**config.mk**
```make
export PLATFORM = sky130hd
export DESIGN_NAME = vga_pattern_sequencer
export DESIGN_NICKNAME = d
export VERILOG_FILES = /design/src/rtl/vga_seq_pkg.sv /design/src/rtl/btn_debounce.sv /design/src/rtl/vga_pattern_sequencer.sv
export SDC_FILE = /design/constraint.sdc
export NUM_CORES = 1
export LEC_CHECK = 0
export BUFFER_PORTS_ARGS = -buffer_cell sky130_fd_sc_hd__buf_2
export CAP_MARGIN = 10
export CORE_MARGIN = 5
export CORE_UTILIZATION = 65
export CTS_CLUSTER_SIZE = 12
export DETAILED_ROUTE_END_ITERATION = 6
export PLACE_DENSITY = 0.92
export SYNTH_ARGS = -nofsm -noshare
export SYNTH_HDL_FRONTEND = slang
export SYNTH_SLANG_ARGS = --single-unit
```
**constraint.sdc**
```tcl
create_clock -name CLK -period 5.5 [get_ports CLK]
set_input_delay 0.275 -clock CLK [delete_from_list [all_inputs] [get_ports CLK]]
set_output_delay 0.275 -clock CLK [all_outputs]
set_load 0.005 [all_outputs]
```
**src/rtl/vga_seq_pkg.sv**
```systemverilog
// Shared types and constants for the VGA pattern sequencer.
package vga_seq_pkg;

  typedef enum logic [1:0] {
    SHOW     = 2'd0,
    FADE_OUT = 2'd1,
    FADE_IN  = 2'd2
  } seq_state_t;

  localparam logic [3:0] BRIGHT_MAX = 4'd15;

  localparam logic [1:0] PAT_GRAD  = 2'd0;
  localparam logic [1:0] PAT_BARS  = 2'd1;
  localparam logic [1:0] PAT_CHECK = 2'd2;
  localparam logic [1:0] PAT_SOLID = 2'd3;

  // Next pattern index, wrapping from npattern-1 back to the first pattern.
  function automatic logic [1:0] next_pattern(input logic [1:0] cur, input int npattern);
    return (int'(cur) >= npattern - 1) ? PAT_GRAD : cur + 2'd1;
  endfunction

endpackage

```
**src/rtl/btn_debounce.sv**
```systemverilog
// Button conditioner: 2-FF synchroniser, stability debouncer and a one-cycle
// pulse on each accepted 0->1 transition.
module btn_debounce #(
  parameter int DEBOUNCE_CYC = 500000
) (
  input  logic clk,
  input  logic rst,
  input  logic btn,
  output logic press
);

  localparam int CW = $clog2(DEBOUNCE_CYC + 1);

  logic [1:0]    sync;
  logic          level;
  logic [CW-1:0] cnt;

  // The counter only runs while the synced input disagrees with the accepted
  // level, so any bounce back to the accepted level restarts it.
  always_ff @(posedge clk or negedge rst) begin
    if (!rst) begin
      sync  <= 2'b00;
      level <= 1'b0;
      cnt   <= '0;
      press <= 1'b0;
    end else begin
      sync  <= {sync[0], btn};
      press <= 1'b0;
      if (sync[1] == level) begin
        cnt <= '0;
      end else if (cnt == CW'(DEBOUNCE_CYC - 1)) begin
        level <= sync[1];
        cnt   <= '0;
        press <= sync[1];
      end else begin
        cnt <= cnt + 1'b1;
      end
    end
  end

endmodule

```
**src/rtl/vga_pattern_sequencer.sv**
```systemverilog
// Test-pattern sequencer: steps PATTERN on frame boundaries, auto or manual.
// Define SEQ_FADE_EN to fade BRIGHT out and back in around each change.
module vga_pattern_sequencer #(
  parameter int FRAMES_PER_STEP = 60,
  parameter int DEBOUNCE_CYC    = 500000,
  parameter int NPATTERN        = 4
) (
  input  logic       CLK,
  input  logic       RST,
  input  logic       VGA_VS,
  input  logic       BTN_NEXT,
  input  logic       BTN_MODE,
  output logic [1:0] PATTERN,
  output logic [3:0] BRIGHT,
  output logic       AUTO,
  output logic       BUSY
);

  import vga_seq_pkg::*;

  logic [2:0] vs_sr;
  logic       tick;
  logic       next_press;
  logic       mode_press;
  logic [9:0] frame_cnt;
  logic       pending;
  logic       wrap;
  logic       in_show;
  logic       step;

  btn_debounce #(.DEBOUNCE_CYC(DEBOUNCE_CYC)) u_btn_next (
    .clk(CLK), .rst(RST), .btn(BTN_NEXT), .press(next_press)
  );

  btn_debounce #(.DEBOUNCE_CYC(DEBOUNCE_CYC)) u_btn_mode (
    .clk(CLK), .rst(RST), .btn(BTN_MODE), .press(mode_press)
  );

  // vs_sr[1:0] is the synchroniser, vs_sr[2] the edge-detect history.
  always_ff @(posedge CLK or negedge RST) begin
    if (!RST) vs_sr <= 3'b000;
    else      vs_sr <= {vs_sr[1:0], VGA_VS};
  end

  // Tick on the end of the active-low sync pulse.
  assign tick = vs_sr[1] & ~vs_sr[2];

  // A counter wrap requests a change on the same tick it is detected.
  assign wrap = AUTO && (frame_cnt == 10'(FRAMES_PER_STEP - 1));
  assign step = tick && in_show && (pending || wrap);

  always_ff @(posedge CLK or negedge RST) begin
    if (!RST) begin
      AUTO      <= 1'b1;
      frame_cnt <= '0;
      pending   <= 1'b0;
    end else begin
      if (tick && in_show && AUTO)
        frame_cnt <= wrap ? 10'd0 : frame_cnt + 10'd1;
      if (mode_press) begin
        AUTO      <= ~AUTO;
        frame_cnt <= '0;
      end
      if (step)
        pending <= 1'b0;
      // A press coinciding with a tick survives to the following tick.
      if (next_press && in_show && !AUTO)
        pending <= 1'b1;
    end
  end

`ifdef SEQ_FADE_EN
  seq_state_t state;

  assign in_show = (state == SHOW);

  always_ff @(posedge CLK or negedge RST) begin
    if (!RST) begin
      state   <= SHOW;
      BRIGHT  <= BRIGHT_MAX;
      BUSY    <= 1'b0;
      PATTERN <= PAT_GRAD;
    end else if (tick) begin
      case (state)
        SHOW: begin
          if (step) begin
            state  <= FADE_OUT;
            BRIGHT <= BRIGHT_MAX - 4'd1;
            BUSY   <= 1'b1;
          end
        end
        FADE_OUT: begin
          // Swap the pattern only while the screen is fully black.
          if (BRIGHT != 4'd0) begin
            BRIGHT <= BRIGHT - 4'd1;
          end else begin
            PATTERN <= next_pattern(PATTERN, NPATTERN);
            state   <= FADE_IN;
          end
        end
        FADE_IN: begin
          BRIGHT <= BRIGHT + 4'd1;
          if (BRIGHT == BRIGHT_MAX - 4'd1) begin
            state <= SHOW;
            BUSY  <= 1'b0;
          end
        end
        default: state <= SHOW;
      endcase
    end
  end
`else
  assign in_show = 1'b1;
  assign BRIGHT  = BRIGHT_MAX;
  assign BUSY    = 1'b0;

  always_ff @(posedge CLK or negedge RST) begin
    if (!RST)      PATTERN <= PAT_GRAD;
    else if (step) PATTERN <= next_pattern(PATTERN, NPATTERN);
  end
`endif

endmodule

```
After elaboration in Yosys (flattened, before gate mapping). Index checks and enable logic that the tools add are counted.

Register bits: 63. Input port bits: 5. Output and inout bits: 8. Word-level logic and storage cells: 52.

$add $sub $neg: 4. $lt $le $gt $ge: 1. Equality and inequality tests: 5. Multiplexer cells: 14. Bitwise logic cells: 5. Reduce and logical (&&, ||, !) cells: 10.

Operator list (count): two-way mux 19 bit (4); adder 19 x 1 -> 19 bit (second input constant) (2); == test 19 bit (second input constant) (2); two-way mux 10 bit (3); adder 10 x 1 -> 10 bit (second input constant) (1); == test 10 x 6 -> 1 bit (second input constant) (1); two-way mux 1 bit (6); logical AND 1 bit (4); NOT 1 bit (4); AND reduction 2 bit (2); nonzero test 2 bit (2); adder 2 x 1 -> 2 bit (second input constant) (1); == test 1 bit (2); greater-or-equal comparator 2 bit (second input constant) (1); two-way mux 2 bit (1); AND 1 bit (1); zero test 1 bit (1); logical OR 1 bit (1).

Longest topological paths before layout.
Depth after elaboration: 6. Depth in mapped cells: 6. Mapped depth without buffers: 5.

Modules after synthesis. Synthesis repeated with hierarchy kept, for this count alone.

Cells, all modules: 301. Area total of the unflattened synthesis: 3110.5 µm².

By module, submodules not included: btn_debounce (instances 2, cells an instance 110, area each 1118.6 µm², seq. area each 575.6 µm²); vga_pattern_sequencer (instances 1, cells an instance 81, area each 873.3 µm², seq. area each 426.7 µm²).

Worst setup path before layout. Ideal clock, no wire load.

Path kind: reg2reg. From: register AUTO. To: register PATTERN[0]. Library setup time: 0.128 ns. Arrival: 1.983 ns. Required time: 5.372 ns. Slack: 3.389 ns. Stages on the path, launching flop included: 6. Buffers on the path: 1. Period minus slack after synthesis: 2.111 ns. Cell sequence: dfstp_2 > or4b_1 > or4_1 > buf_2 > a21oi_4 > mux2_1.

Cells in the longest elaborated chain, start to end: 3.

RTL lines: start: declaration (RTL line vga_pattern_sequencer.sv:15) `output logic AUTO,`; start signal: assignment (RTL line vga_pattern_sequencer.sv:61) `AUTO <= ~AUTO;`; logical AND 1 bit (RTL line vga_pattern_sequencer.sv:49) `assign wrap = AUTO && (frame_cnt == 10'(FRAMES_PER_STEP - 1));`; logical OR 1 bit (RTL line vga_pattern_sequencer.sv:50) `assign step = tick && in_show && (pending || wrap);`; logical AND 1 bit (RTL line vga_pattern_sequencer.sv:50); end signal: assignment (RTL line vga_pattern_sequencer.sv:119) `else if (step) PATTERN <= next_pattern(PATTERN, NPATTERN);`; end: declaration (RTL line vga_pattern_sequencer.sv:13) `output logic [1:0] PATTERN,`.

No other way between the ends. A chain may end at the register's enable or synchronous reset.

Worst setup path after layout.
From: register u_btn_next.cnt[11]. To: register u_btn_next.cnt[6].

Cells in the longest elaborated chain, start to end: 3.

RTL lines: start: declaration (RTL line btn_debounce.sv:16) `logic [CW-1:0] cnt;`; start signal: assignment (RTL line btn_debounce.sv:36) `cnt <= cnt + 1'b1;`; == test 19 bit (RTL line btn_debounce.sv:31) `end else if (cnt == CW'(DEBOUNCE_CYC - 1)) begin`; two-way mux 19 bit (RTL line btn_debounce.sv:31); two-way mux 19 bit (RTL line btn_debounce.sv:29) `if (sync[1] == level) begin`.

No other way between the ends.

==> metrics.md <==
| Metric | Value |
|---|---|
| Status | `finished clean` |
| Syn Inst Count | `304` |
| Wirelength, routed | `5.620 mm` |
| Final setup vio count | `0` |
| Largest net degree at the start of global routing | `64` |
| Worst skew pair latency | `0.35 ns` |
| TritonCTS clock tree | `done` |
| Tightest Pin Transition | `1.062 ns` |
| DR DRC count | `0` |
| RSZ-0062 raised after global routing | `no` |
| Skew final | `0.01198 ns` |
| IO Pins | `13` |
| CP required | `5.68 ns` |
| Max clock buf depth | `2` |
| PortBufs | `7` |
| Vias per cell | `6.102` |
| Hold/Removal Path Class | `in2reg` |
| DP HPWL | `3.760 mm` |
| Setup Buffers After CTS | `0` |
| Synth-to-Final Area Change | `9.383%` |
| Synth cell types | `between 40 and 50` |
| Tmin final | `2.256 ns` |
| Iteration count of the initial detailed-routing pass | `4` |
| Synthesized area | `3040 um2` |
| DR WL/cell | `around 15 um` |
| Most frequent cells in the layout | `62 x dfrtp_1, 46 x nor2_1, 28 x xnor2_1` |
| Antenna viol nets, final | `0` |
| Max-cap violations | `0` |
| Yosys reg bits | `63` |
| DR vias | `2270` |
| All-Layer GR Usage | `20.58%` |
| Gr ovfl total | `0` |
| Die width | `78.39 um` |
| Final period util | `41.01%` |
| Peak VDD IR | `between 200 and 250 uV` |
| Root Buffer Master | `clkbuf_8` |
| Multi-input gate area | `1371 um2` |
| Num CTS Buffers | `9` |
| Fin nets | `324` |
| Register area share after synthesis | `around half` |
| Final setup TNS | `0 ns` |
| Final GP Congestion | `0.8509` |
| Endpoints failing hold | `0` |
| Row count | `24` |
| Startpoint Class | `register` |
| Initial Util | `68.41%` |
| Post-Place Cells | `356` |
| Commonest non-fill, non-tap cell in the layout | `dfrtp_1` |
| Slew Viols, Final | `0` |
| Layout Cells excl Fill | `between 300 and 400` |
| CP max FO | `16` |
| Pleak | `around 1.4 nW` |
| Die H | `78.39 um` |
| Drt initial violations | `a little over 200` |
| H-tree depth | `3` |
| Ant diodes | `0` |
| DIE AREA | `between 6000 and 7000 um2` |
| Global-route wire length before repair | `9.908 mm` |
| Sink Count | `63` |
| Relative slew slack | `28.74%` |
| Initial antenna violation count | `0` |
| Critical path class | `reg2reg` |
| Asr flop ratio synth | `100.0%` |
| Hold buffers post-CTS | `0` |
| Top FF cell, synth | `dfrtp_1` |
| Post-Syn Area per Cell | `10.00 um2` |
| Pwr dens | `287.6 nW/um2` |
| FF+latch area | `about 1600 um2` |
| Crit path DAT | `2.44 ns` |
| Vias in the first global route | `2184` |
| Post-CTS sizing | `0` |
| Crit end category | `register` |
| Worst-path clk slew | `0.07 ns` |
| Fill cells | `297` |
| EDFF count, synth | `0` |
| Yosys warnings | `0` |
| Fraction of layout instances using a drive strength above 1 | `between 10% and 20%` |
| FMAX | `443.3 MHz` |
| Core area | `between 4000 and 5000 um2` |
==> kinds of logic (layout without fill, tap and decap cells) <==
| group | Yosys count | count (layout) | share of synthesized area, % |
|---|---|---|---|
| fa+ha+maj | 4 | 4 | 1.646 |
| simple gates | 152 | 152 | 25.93 |
| other cells | 2 | 5 | 0.2470 |
| flops | 63 | 63 | 51.89 |
| mux | 4 | 4 | 1.481 |
| compound gates | 23 | 23 | 5.350 |
| xor+xnor | 35 | 35 | 10.08 |
| buf+inv | 21 | 34 | 3.374 |
==> flip-flops by register name, indices dropped and copies added (netlist names) <==
register and count:
u_btn_next.level 1, u_btn_mode.cnt 19, u_btn_next.press 1, pending 1
u_btn_next.cnt 19, AUTO 1, PATTERN 2, frame_cnt 10
u_btn_next.sync 2, u_btn_mode.level 1, u_btn_mode.press 1, u_btn_mode.sync 2
vs_sr 3
==> stage by stage <==
stage               util (%)  setup WS (ns)  total power, mW  hold slack, ns  cell area (um2)
detailed placement     69.62          3.257           0.5084          0.3469             3094
CTS                    74.83          3.258           0.9619         0.01987             3326
finish                 74.83          3.244           0.9564         0.02873             3326
global placement       69.62          3.315           0.5070          0.3329             3094
floorplan                  -          3.389           0.4969        -0.02059             3052
global route           74.83          2.973           0.9959         0.01912             3326
==> metal layers <==
metal	wire length, um	share of wire [%]	track usage [%]
met5	0	0	0
met2	2764	49	32.28
met4	144	2.6	10.14
met1	2457	44	26.40
met3	253	4.5	5.835
==> cell usage after synthesis (2+ instances only) <==
library cell  instances  area share, %
or2_2                 2           0.41
o31ai_1               2           0.49
or4b_1                2           0.66
a21oi_1              10            1.6
nand4_1              13            2.7
nand3_1              20            3.3
nand2b_1              2           0.41
inv_1                10            1.2
and3_1                4           0.82
nor4b_1               2           0.58
nor4_1               12            2.5
and4_1                2           0.58
mux2_1                2           0.74
or3_1                 3           0.62
dfrtp_1              62             51
clkbuf_1              4           0.49
nand2_1              20            2.5
xor2_1                7            2.0
mux2_2                2           0.74
nor3_1               12            2.0
buf_4                 6            1.5
nor2_1               46            5.7
ha_1                  4            1.6
o21ai_0               3           0.49
or4_1                 3           0.74
conb_1                2           0.25
xnor2_1              28            8.1
==> worst max-delay path, cell delays in order (launching register included) <==
cell and delay, ns:
dfrtp_1 0.46, nor4_1 0.45, nand4_1 0.20, o21ai_1 0.86
nor2_1 0.13
==> path summary, 6_finish.rpt <==
path | start | end | slack (ns) | cells after the start
setup / recovery | u_btn_next.cnt[11] | u_btn_next.cnt[6] | 3.24 | 4
hold / removal | VGA_VS | vs_sr[0] | 0.03 | 1
setup reg to reg | u_btn_next.cnt[11] | u_btn_next.cnt[6] | 3.24 | 4
hold reg to reg | vs_sr[0] | vs_sr[1] | 0.37 | 0
max in group asynchronous | RST | u_btn_next.cnt[1] | 4.92 | 2
min in group asynchronous | RST | frame_cnt[0] | 0.09 | 2
==> layout make-up <==
class / count / share of cell area (%)
flip-flops and latches: 63 / 47.44
inverters: 10 / 1.129
clock inverters: 5 / 2.408
clock buffers: 11 / 4.552
multi-input cells: 223 / 41.23
well taps: 52 / 1.956
repair buffers: 8 / 1.279
==> power breakdown <==
group | internal, mW | switching (mW) | leakage [nW]
clock | 0.279 | 0.179 | 0.112
sequential | 0.469 | 0.00567 | 0.856
combinational | 0.00625 | 0.0176 | 0.386
(Power assumes the default switching activity.)
